**config.mk**
```make
export PLATFORM = sky130hd
export DESIGN_NAME = rom_seq_reader_flat
export DESIGN_NICKNAME = d
export VERILOG_FILES = /design/src/rtl/rom_rd_pkg.sv /design/src/rtl/rom_seq_reader_if.sv /design/src/rtl/rom_rd_skid_fifo.sv /design/src/rtl/rom_seq_reader.sv /design/src/flat_wrapper.sv
export SDC_FILE = /design/constraint.sdc
export NUM_CORES = 1
export LEC_CHECK = 0
export BUFFER_PORTS_ARGS = -buffer_cell sky130_fd_sc_hd__buf_2
export CORE_ASPECT_RATIO = 1.1
export CORE_MARGIN = 2
export CORE_UTILIZATION = 55
export CTS_CLUSTER_DIAMETER = 30
export CTS_CLUSTER_SIZE = 40
export DETAILED_ROUTE_END_ITERATION = 6
export PLACE_DENSITY = 0.77
export RECOVER_POWER = 100
export SYNTH_ARGS = -nofsm -noshare
export SYNTH_HDL_FRONTEND = slang
export SYNTH_SLANG_ARGS = --single-unit
export TNS_END_PERCENT = 20
```
**constraint.sdc**
```tcl
create_clock -name CS -period 3.05 [get_ports CS]
set_input_delay 0.4575 -clock CS [delete_from_list [all_inputs] [get_ports CS]]
set_output_delay 0.4575 -clock CS [all_outputs]
set_load 0.01 [all_outputs]
```
**src/rtl/rom_rd_pkg.sv**
```systemverilog
// Shared definitions for the sequential lookup-table reader: table geometry,
// FSM states and the width helper for credit/occupancy counters.
package rom_rd_pkg;

  localparam int TBL_AW = 8;
  localparam int TBL_DW = 8;

  typedef enum logic [1:0] {
    IDLE  = 2'd0,
    ISSUE = 2'd1,
    DRAIN = 2'd2,
    DONE  = 2'd3
  } rd_state_e;

  // Counter width able to hold 0..depth inclusive.
  function automatic int credit_w(input int depth);
    return $clog2(depth + 1);
  endfunction

endpackage

```
**src/rtl/rom_seq_reader_if.sv**
```systemverilog
// Table read bus plus the outgoing valid/ready stream of the reader.
interface rom_seq_reader_if
  import rom_rd_pkg::*;
#(
  parameter int AW = TBL_AW,
  parameter int DW = TBL_DW
);

  logic [AW-1:0] add;
  logic          rd_en;
  logic [DW-1:0] Bop;
  logic [DW-1:0] dout;
  logic          dout_valid;
  logic          dout_ready;
  logic          dout_last;

  modport master (
    output add, rd_en, dout, dout_valid, dout_last,
    input  Bop, dout_ready
  );

  modport slave (
    input  add, rd_en, dout, dout_valid, dout_last,
    output Bop, dout_ready
  );

endinterface

```
**src/rtl/rom_rd_skid_fifo.sv**
```systemverilog
// First-word-fall-through FIFO holding {last, data}; head is visible while not empty.
module rom_rd_skid_fifo
  import rom_rd_pkg::*;
#(
  parameter int DEPTH = 4,
  parameter int W     = 9
) (
  input  logic                       clk,
  input  logic                       rst_n,
  input  logic                       push_i,
  input  logic [W-1:0]               push_data_i,
  input  logic                       pop_i,
  output logic [W-1:0]               head_o,
  output logic                       empty_o,
  output logic                       full_o,
  output logic [credit_w(DEPTH)-1:0] occ_o
);

  localparam int CW = credit_w(DEPTH);
  localparam int PW = (DEPTH > 1) ? $clog2(DEPTH) : 1;

  logic [W-1:0]  mem_q [DEPTH];
  logic [PW-1:0] wr_ptr_q;
  logic [PW-1:0] rd_ptr_q;
  logic [CW-1:0] occ_q;
  logic          pop_ok;
  logic          push_ok;

  assign empty_o = (occ_q == '0);
  assign full_o  = (occ_q == CW'(DEPTH));
  assign occ_o   = occ_q;
  assign head_o  = mem_q[rd_ptr_q];

  // A push into a full FIFO is only taken when the head leaves in the same cycle.
  assign pop_ok  = pop_i && !empty_o;
  assign push_ok = push_i && (!full_o || pop_ok);

  always_ff @(posedge clk) begin
    if (!rst_n) begin
      wr_ptr_q <= '0;
      rd_ptr_q <= '0;
      occ_q    <= '0;
    end else begin
      if (push_ok) wr_ptr_q <= wr_ptr_q + 1'b1;
      if (pop_ok)  rd_ptr_q <= rd_ptr_q + 1'b1;
      occ_q <= occ_q + CW'(push_ok) - CW'(pop_ok);
    end
  end

  always_ff @(posedge clk) begin
    if (push_ok) mem_q[wr_ptr_q] <= push_data_i;
  end

endmodule

```
**src/rtl/rom_seq_reader.sv**
```systemverilog
// Walks a wrapping run of table addresses, realigns the registered table output
// and forwards it in order on a stream, never issuing more reads than it can buffer.
module rom_seq_reader
  import rom_rd_pkg::*;
#(
  parameter int ROM_LAT    = 1,
  parameter int FIFO_DEPTH = 4,
  parameter int AW         = TBL_AW,
  parameter int DW         = TBL_DW
) (
  input  logic             CS,
  input  logic             cen,
  input  logic             start,
  input  logic [AW-1:0]    base_addr,
  input  logic [AW:0]      count,
  output logic             busy,
  output logic             done,
  rom_seq_reader_if.master bus
);

  localparam int            CW      = credit_w(FIFO_DEPTH);
  localparam logic [CW:0]   DEPTH_C = (CW+1)'(FIFO_DEPTH);

  rd_state_e     state_q, state_d;
  logic [AW-1:0] next_addr_q;
  logic [AW-1:0] add_q;
  logic [AW:0]   remaining_q;
  logic [CW-1:0] inflight_q;
  logic [ROM_LAT:0] pipe_v_q;
  logic [ROM_LAT:0] pipe_l_q;

  logic          issue;
  logic          last_issue;
  logic          push;
  logic          pop;
  logic          fifo_empty;
  logic          fifo_full;
  logic [CW-1:0] fifo_occ;
  logic [DW:0]   fifo_head;

  assign last_issue = (remaining_q == (AW+1)'(1));
  assign push       = pipe_v_q[ROM_LAT];
  assign pop        = !fifo_empty && bus.dout_ready;

  always_comb begin
    state_d = state_q;
    issue   = 1'b0;
    unique case (state_q)
      IDLE: begin
        if (start) state_d = (count != '0) ? ISSUE : DONE;
      end
      ISSUE: begin
        // Credit check uses registered occupancy; a same-cycle pop frees space next cycle.
        issue = ({1'b0, fifo_occ} + {1'b0, inflight_q}) < DEPTH_C;
        if (issue && last_issue) state_d = DRAIN;
      end
      DRAIN: begin
        if (pop && fifo_head[DW] && (inflight_q == '0) && (fifo_occ == CW'(1)))
          state_d = DONE;
      end
      DONE:    state_d = IDLE;
      default: state_d = IDLE;
    endcase
  end

  always_ff @(posedge CS) begin
    if (!cen) begin
      state_q     <= IDLE;
      next_addr_q <= '0;
      add_q       <= '0;
      remaining_q <= '0;
      inflight_q  <= '0;
      pipe_v_q    <= '0;
      pipe_l_q    <= '0;
    end else begin
      state_q <= state_d;
      if (state_q == IDLE && start) begin
        next_addr_q <= base_addr;
        remaining_q <= count;
      end
      if (issue) begin
        add_q       <= next_addr_q;
        next_addr_q <= next_addr_q + 1'b1;
        remaining_q <= remaining_q - 1'b1;
      end
      inflight_q  <= inflight_q + CW'(issue) - CW'(push);
      pipe_v_q[0] <= issue;
      pipe_l_q[0] <= issue && last_issue;
      // Tags travel alongside the table's read latency so data and marker line up.
      for (int i = 1; i <= ROM_LAT; i++) begin
        pipe_v_q[i] <= pipe_v_q[i-1];
        pipe_l_q[i] <= pipe_l_q[i-1];
      end
    end
  end

  rom_rd_skid_fifo #(
    .DEPTH (FIFO_DEPTH),
    .W     (DW + 1)
  ) u_fifo (
    .clk         (CS),
    .rst_n       (cen),
    .push_i      (push),
    .push_data_i ({pipe_l_q[ROM_LAT], bus.Bop}),
    .pop_i       (pop),
    .head_o      (fifo_head),
    .empty_o     (fifo_empty),
    .full_o      (fifo_full),
    .occ_o       (fifo_occ)
  );

`ifndef SYNTHESIS
  always_ff @(posedge CS) begin
    if (cen) assert (!(push && fifo_full && !pop))
      else $error("rom_seq_reader: skid FIFO overflow");
  end
`endif

  assign bus.add        = add_q;
  assign bus.rd_en      = pipe_v_q[0];
  assign bus.dout       = fifo_head[DW-1:0];
  assign bus.dout_valid = !fifo_empty;
  assign bus.dout_last  = fifo_head[DW] && !fifo_empty;

  assign busy = (state_q == ISSUE) || (state_q == DRAIN);
  assign done = (state_q == DONE);

endmodule
```
**src/flat_wrapper.sv**
```systemverilog
// flat-port wrapper written by rule: the top's interface ports become plain ports
module rom_seq_reader_flat import rom_rd_pkg::*;
#(
  parameter int ROM_LAT    = 1,
  parameter int FIFO_DEPTH = 4,
  parameter int AW         = TBL_AW,
  parameter int DW         = TBL_DW
)
  (CS, cen, start, base_addr, count, busy, done, bus_add, bus_rd_en, bus_dout, bus_dout_valid, bus_dout_last, bus_Bop, bus_dout_ready);
  rom_seq_reader_if #(.AW(AW), .DW(DW)) bus_i ();
  input  logic CS;
  input  logic cen;
  input  logic start;
  input  logic [AW-1:0] base_addr;
  input  logic [AW:0] count;
  output logic busy;
  output logic done;
  output wire logic [$bits(bus_i.add)-1:0] bus_add;
  output wire logic [$bits(bus_i.rd_en)-1:0] bus_rd_en;
  output wire logic [$bits(bus_i.dout)-1:0] bus_dout;
  output wire logic [$bits(bus_i.dout_valid)-1:0] bus_dout_valid;
  output wire logic [$bits(bus_i.dout_last)-1:0] bus_dout_last;
  input wire logic [$bits(bus_i.Bop)-1:0] bus_Bop;
  input wire logic [$bits(bus_i.dout_ready)-1:0] bus_dout_ready;
  assign bus_add = bus_i.add;
  assign bus_rd_en = bus_i.rd_en;
  assign bus_dout = bus_i.dout;
  assign bus_dout_valid = bus_i.dout_valid;
  assign bus_dout_last = bus_i.dout_last;
  assign bus_i.Bop = bus_Bop;
  assign bus_i.dout_ready = bus_dout_ready;
  rom_seq_reader #(.ROM_LAT(ROM_LAT), .FIFO_DEPTH(FIFO_DEPTH), .AW(AW), .DW(DW)) u_core (.CS(CS), .cen(cen), .start(start), .base_addr(base_addr), .count(count), .busy(busy), .done(done), .bus(bus_i));
endmodule
```
=== Word level (Yosys, flattened, before mapping) ===
Memories as Yosys holds them, arrays and structs flattened. A register that Yosys moved wholly into a read port is not among the register bits.
Index checks and enable logic that the tools add are counted.

* Input port bits: 29
* Word-level logic and storage cells: 64
* Memories: 1
* RAM bits: 36
* Register bits: 41

{| class="wikitable"
|+ Memories
! name !! words !! width !! read ports !! clocked after memory_dff !! wr ports !! line !! RTL
|-
| u_core.u_fifo.mem_q || 4 || 9 || 1 || 1 || 1 || rom_rd_skid_fifo.sv:22 || <nowiki>logic [W-1:0] mem_q [DEPTH];</nowiki>
|}

* Multiplexer cells: 14
* Equal/unequal tests: 9
* Add/sub/neg operators: 9
* $lt $le $gt $ge: 1
* Reduce and logical (&&, ||, !) cells: 20

{| class="wikitable"
|+ Operator list
! kind !! number
|-
| $mux W9 || 2
|-
| $mux W8 || 2
|-
| $mux W2 || 6
|-
| $logic_and A1 B1 Y1 || 10
|-
| $eq A9 B1 Y1 const B || 1
|-
| $reduce_bool A9 Y1 || 1
|-
| $sub A9 B1 Y9 const B || 1
|-
| $add A8 B1 Y8 const B || 1
|-
| $pmux W2 S4 || 1
|-
| $add A3 B1 Y3 || 2
|-
| $logic_not A3 Y1 || 2
|-
| $sub A3 B1 Y3 || 2
|-
| $add A2 B1 Y2 const B || 2
|-
| $add A3 B3 Y4 || 1
|-
| $eq A2 B2 Y1 const B || 2
|-
| $lt A4 B3 Y1 const B || 1
|-
| $ne A2 B1 Y1 const B || 2
|-
| $eq A3 B1 Y1 const B || 1
|-
| $eq A3 B3 Y1 const B || 1
|-
| $mux W1 || 3
|-
| $reduce_and A3 Y1 || 1
|-
| $eq A2 B1 Y1 const B || 1
|-
| $logic_not A1 Y1 || 2
|-
| $logic_not A2 Y1 || 1
|-
| 3 further kinds || 4
|}

=== Longest topological paths before layout ===
* Depth in word-level cells: 8
* Depth in mapped cells: 12
* Gate-level depth less buffers: 11

=== Cells and area by module ===
A second synthesis with hierarchy kept.

* Cell total of the unflattened synthesis: 311
* Area, all modules: 3607.2 µm²

{| class="wikitable"
|+ By module, submodules not included
! module !! area an instance (µm²) !! instances !! cells each !! seq. area each (µm²)
|-
| rom_seq_reader || 1834.3 || 1 || 217 || 680.7
|-
| rom_rd_skid_fifo || 1773.0 || 1 || 94 || 1261.2
|}

=== Worst setup path after synthesis ===
No wires, ideal clock.

* Path type: reg-to-reg
* From: reg u_core.u_fifo.occ_q[2], in the netlist u_core.u_fifo.occ_o[2]
* To: reg u_core.inflight_q[2]
* Cell stages (with the launch flop): 13
* Setup time: 128 ps
* Data arrival time: 2612 ps
* Required time: 2922 ps
* Buffers on the path: 2
* Period minus slack after synthesis: 2740 ps
* Path slack: 310 ps
* Path through: dfxtp_1 -> ha_1 -> nor3_2 -> nand3_1 -> inv_1 -> clkbuf_1 -> buf_2 -> ha_1 -> inv_1 -> fa_1 -> xor2_1 -> xnor2_1 -> nor2_1

* Word-level cells in the longest chain between the ends: 5

{| class="wikitable"
|+ RTL lines
! what !! line !! RTL
|-
| from (decl) || rom_rd_skid_fifo.sv:25 || <nowiki>logic [CW-1:0] occ_q;</nowiki>
|-
| from (signal assigned) || rom_rd_skid_fifo.sv:46 || <nowiki>occ_q <= occ_q + CW'(push_ok) - CW'(pop_ok);</nowiki>
|-
| $add A3 B3 Y4 || rom_seq_reader.sv:54 || <nowiki>issue = ({1'b0, fifo_occ} + {1'b0, inflight_q}) < DEPTH_C;</nowiki>
|-
| $lt A4 B3 Y1 || rom_seq_reader.sv:54 ||
|-
| $mux W1 || rom_seq_reader.sv:48 || <nowiki>unique case (state_q)</nowiki>
|-
| via u_core.issue || rom_seq_reader.sv:32 || <nowiki>logic issue;</nowiki>
|-
| $add A3 B1 Y3 || rom_seq_reader.sv:86 || <nowiki>inflight_q <= inflight_q + CW'(issue) - CW'(push);</nowiki>
|-
| $sub A3 B1 Y3 || rom_seq_reader.sv:86 ||
|-
| to (signal assigned) || rom_seq_reader.sv:86 ||
|-
| to (decl) || rom_seq_reader.sv:28 || <nowiki>logic [CW-1:0] inflight_q;</nowiki>
|}

The timed path passes the listed nets, and every way through them passes these cells.
A chain may end at the register's enable or synchronous reset.

=== Worst setup path after layout ===
* From: reg u_core.u_fifo.occ_q[2], in the netlist u_core.u_fifo.occ_o[2]
* To: reg u_core.inflight_q[2]

* Word-level cells in the longest chain between the ends: 5

{| class="wikitable"
|+ RTL lines
! what !! line
|-
| $add A3 B3 Y4 || rom_seq_reader.sv:54
|-
| $lt A4 B3 Y1 || rom_seq_reader.sv:54
|-
| $mux W1 || rom_seq_reader.sv:48
|-
| $add A3 B1 Y3 || rom_seq_reader.sv:86
|-
| $sub A3 B1 Y3 || rom_seq_reader.sv:86
|}

Every way passes these cells.

==> flow_summary.toml <==
[timing]
worstMarginPinSlew_ns = 0.673
layout_min_cycle_time_ns = 2.49
report.final.hold_viol_count = 0
report.final.slew_viol_count = 0
clock.fmax_mhz = 401
timing.final.setup_violations = 0
fin_tns_setup_ns = 0
hold-worst-slack_ns = 0.355
rsz_0062_raised_after_global_routing = "no"
finalCritPeriodShare_pct = 81.8
worst_slew_margin_rel_pct = 55.1
finalClockSkew_ns = 0.00648
fin_worst_setup_slack_ns = 0.557

[detailed_routing]
number_of_design_rule_violations_left_after_detail_routing = 0
detail_route.first_pass.iterations = 4
route.vias.total = 2428
avgRoutedWirePerCell_microns = 15.0
first_iter_violations = 77
postRouteAntennaNets = 0
totalWireLength_microns = 6630
viasPerCell = 5.49

[min_path]
worstHoldPathType = "primary input to register"

[finish]
layout.cells.most_common = "sky130_fd_sc_hd__dfxtp_1"
diodes = 0
layout.core_utilization_pct = 64.6
nets = 406
post_route_cells_drive_above_1_share_pct = 14.4
final_cell_mix = "sky130_fd_sc_hd__dfxtp_1, sky130_fd_sc_hd__edfxtp_1, sky130_fd_sc_hd__clkbuf_1"
nFillCells = 498
flip_flop_and_latch_area_sq_um = 1940
multi_input_area_sq_um = 1400
area_delta_synth_final_pct = 14.0

[critical_path]
crit_path_dat_ns = 2.71
crit_chain = "ha_1 > nor3_1 > nand3_1 > inv_1 > ha_1 > inv_1 > fa_1 > xor2_1 > xnor2_1 > nor2_1"
critical_path.top_delay_family = "adder cells"
critical-path-max-stage-delay_ns = 0.47
required_ns = 3.26
start_kind = "register"
critical_path_peak_fanout = 5
crit_path_end_kind = "register"
slowest_stage = "sky130_fd_sc_hd__nor3_1"
critPathBufInv = 2
worstSetupPathType = "register to register"

[synth]
yosysUniqueCellTypes = 46
dominantRegCellSynth = "sky130_fd_sc_hd__dfxtp_1"
number_of_enable_flip_flop_cells_after_synthesis = 36
synth-seq-area-share_pct = 56.0
synth_area_sq_um = 3470
mappedNetlistNets = 352
synth.avg_cell_area_sq_um = 11.4
synthCells = 303
total_number_of_yosys_warnings = 0
synth.ff_latch_count = 79
asyncSetResetFlopFracSynth_pct = 0

[pwr]
switchingPower_w = 0.00123
cell_internal_pwr_w = 0.00216
pwr_cell_area_nw_per_um2 = 858
p_sw_share_pct = 36.2
clk_network_pwr_share_pct = 23.2
power.combinational.fraction_pct = 33.4
total_leakage_power_nw = 1.43
power.sequential.fraction_pct = 43.4
ir_drop_uv = 471
report.power.total_w = 0.00339

[placement]
port-buffer-count = 49
post-dp-hpwl_microns = 4650
dpl_worst_slack_ns = 0.604
place_congestion = 0.789

[floorplanning]
die-height_microns = 87.3
die_x_microns = 79.7
num_io_pins = 50
fp.dieArea_sq_um = 6950
rows = 30
core_area_sq_um = 6120
initial_utilization_pct = 56.6

[clock_tree]
htree_levels = 3
cts-root-to-sink-buffers = 2
cts_resized = 0
number_of_buffers_added_by_the_clock_tree_synthesis_step = 9
ctsHoldBuffers = 0
tritoncts = "yes"
clkSlewWorstSetupHoldPaths_ns = 0.08
clock_sink_count = 79
post_cts.repair.setup_buffers = 0
clock_insertion_delay_worst_skew_ns = 0.34
cts_root_buf = "sky130_fd_sc_hd__clkbuf_8"

[global_route]
grtUsageTotal_pct = 20.2
globalRouteOverflowTotal = 0
grt_antenna_before_repair = 0
first_pass_grt_wire_length_microns = 10800
first_global_vias = 2360
pin_count_of_the_biggest_net_entering_global_routing = 38

[status]
run_status = "complete, no violations"

[job]
drv.max_cap_violation_count = 0
## registers in the layout, summed over array words and instances, names as in the netlist, named ones only
| register | count |
|---|---|
| u_core.u_fifo.occ_o | 3 |
| u_core.bus.add | 8 |
| u_core.inflight_q | 3 |
| u_core.remaining_q | 9 |
| u_core.pipe_v_q | 2 |
| u_core.pipe_l_q | 2 |
| u_core.state_q | 2 |
| u_core.next_addr_q | 8 |
| u_core.u_fifo.mem_q | 36 |
| u_core.u_fifo.rd_ptr_q | 2 |
| u_core.u_fifo.wr_ptr_q | 2 |
## cells by family after synthesis
| family | share of synthesized area, % |
|---|---|
| compound gates | 10.8 |
| xor+xnor | 1.77 |
| fa+ha+maj | 7.65 |
| buf+inv | 3.21 |
| flops | 56.0 |
| mux | 6.43 |
| simple gates | 14.2 |
## cell type report
class	instances	area share, %
sequential	79	49.2
timing repair buffer	53	5.99
clock buffer	9	3.14
clock inverter	7	1.93
multi-input combinational	195	35.4
tap	80	2.53
inverter	19	1.81
## tightest hold or removal path, stage by stage
cell                      delay [ns]
sky130_fd_sc_hd__buf_2          0.09
sky130_fd_sc_hd__nand2_1        0.04
sky130_fd_sc_hd__a31oi_1        0.06
## stage by stage
step                      area [sq um]  instances
after detailed placement          3800        426
after global placement            3800        426
final                             3950        442
after floorplan                   3470        303
after global routing              3950        442
after CTS                         4000        442
## power by group through the flow
stage	combinational [W]	sequential [W]	clock, W
6_report	0.00113	0.00147	0.000788
5_1_grt	0.00128	0.00150	0.000850
4_1_cts	0.00119	0.00147	0.000804
3_5_place_dp	0.00118	0.00149	0
3_3_place_gp	0.00114	0.00149	0
2_1_floorplan	0.000890	0.00144	0
## synthesized netlist by cell type, types with 4 or more instances
master                      n  share of area [%]
sky130_fd_sc_hd__nor2_1    21                2.3
sky130_fd_sc_hd__nor3_1     7                1.0
sky130_fd_sc_hd__nand2_1   25                2.7
sky130_fd_sc_hd__and2_1    11                2.0
sky130_fd_sc_hd__clkbuf_1   7               0.76
sky130_fd_sc_hd__inv_1     18                1.9
sky130_fd_sc_hd__dfxtp_1   43                 25
sky130_fd_sc_hd__xnor2_1    4                1.0
sky130_fd_sc_hd__edfxtp_1  36                 31
sky130_fd_sc_hd__ha_1      18                6.5
sky130_fd_sc_hd__nand3_1    9                1.3
sky130_fd_sc_hd__a31oi_1    6                1.1
sky130_fd_sc_hd__mux4_2     9                5.8
sky130_fd_sc_hd__a21oi_1   28                4.0
sky130_fd_sc_hd__o21ai_0   10                1.4
sky130_fd_sc_hd__nor4_1     4               0.72
## metal layers
layer	GRT usage [%]	wire length, microns	vias up	part of all wire (%)
met5	0	0	-	0
met4	5.64	73	0	1.1
met3	4.36	296	7	4.5
met2	36.8	3480	65	52
met1	24.0	2780	1141	42
li1	-	-	1215	-
## final timing paths
kind	start	to	slack (ns)	cells after the start
max reg2reg	u_core.u_fifo.occ_o[2]	u_core.inflight_q[2]	0.56	10
max	u_core.u_fifo.occ_o[2]	u_core.inflight_q[2]	0.56	10
min	base_addr[7]	u_core.next_addr_q[7]	0.35	3
min reg2reg	u_core.bus.add[7]	u_core.bus.add[7]	0.46	2
No activity file was read; power rests on OpenSTA's default activity.
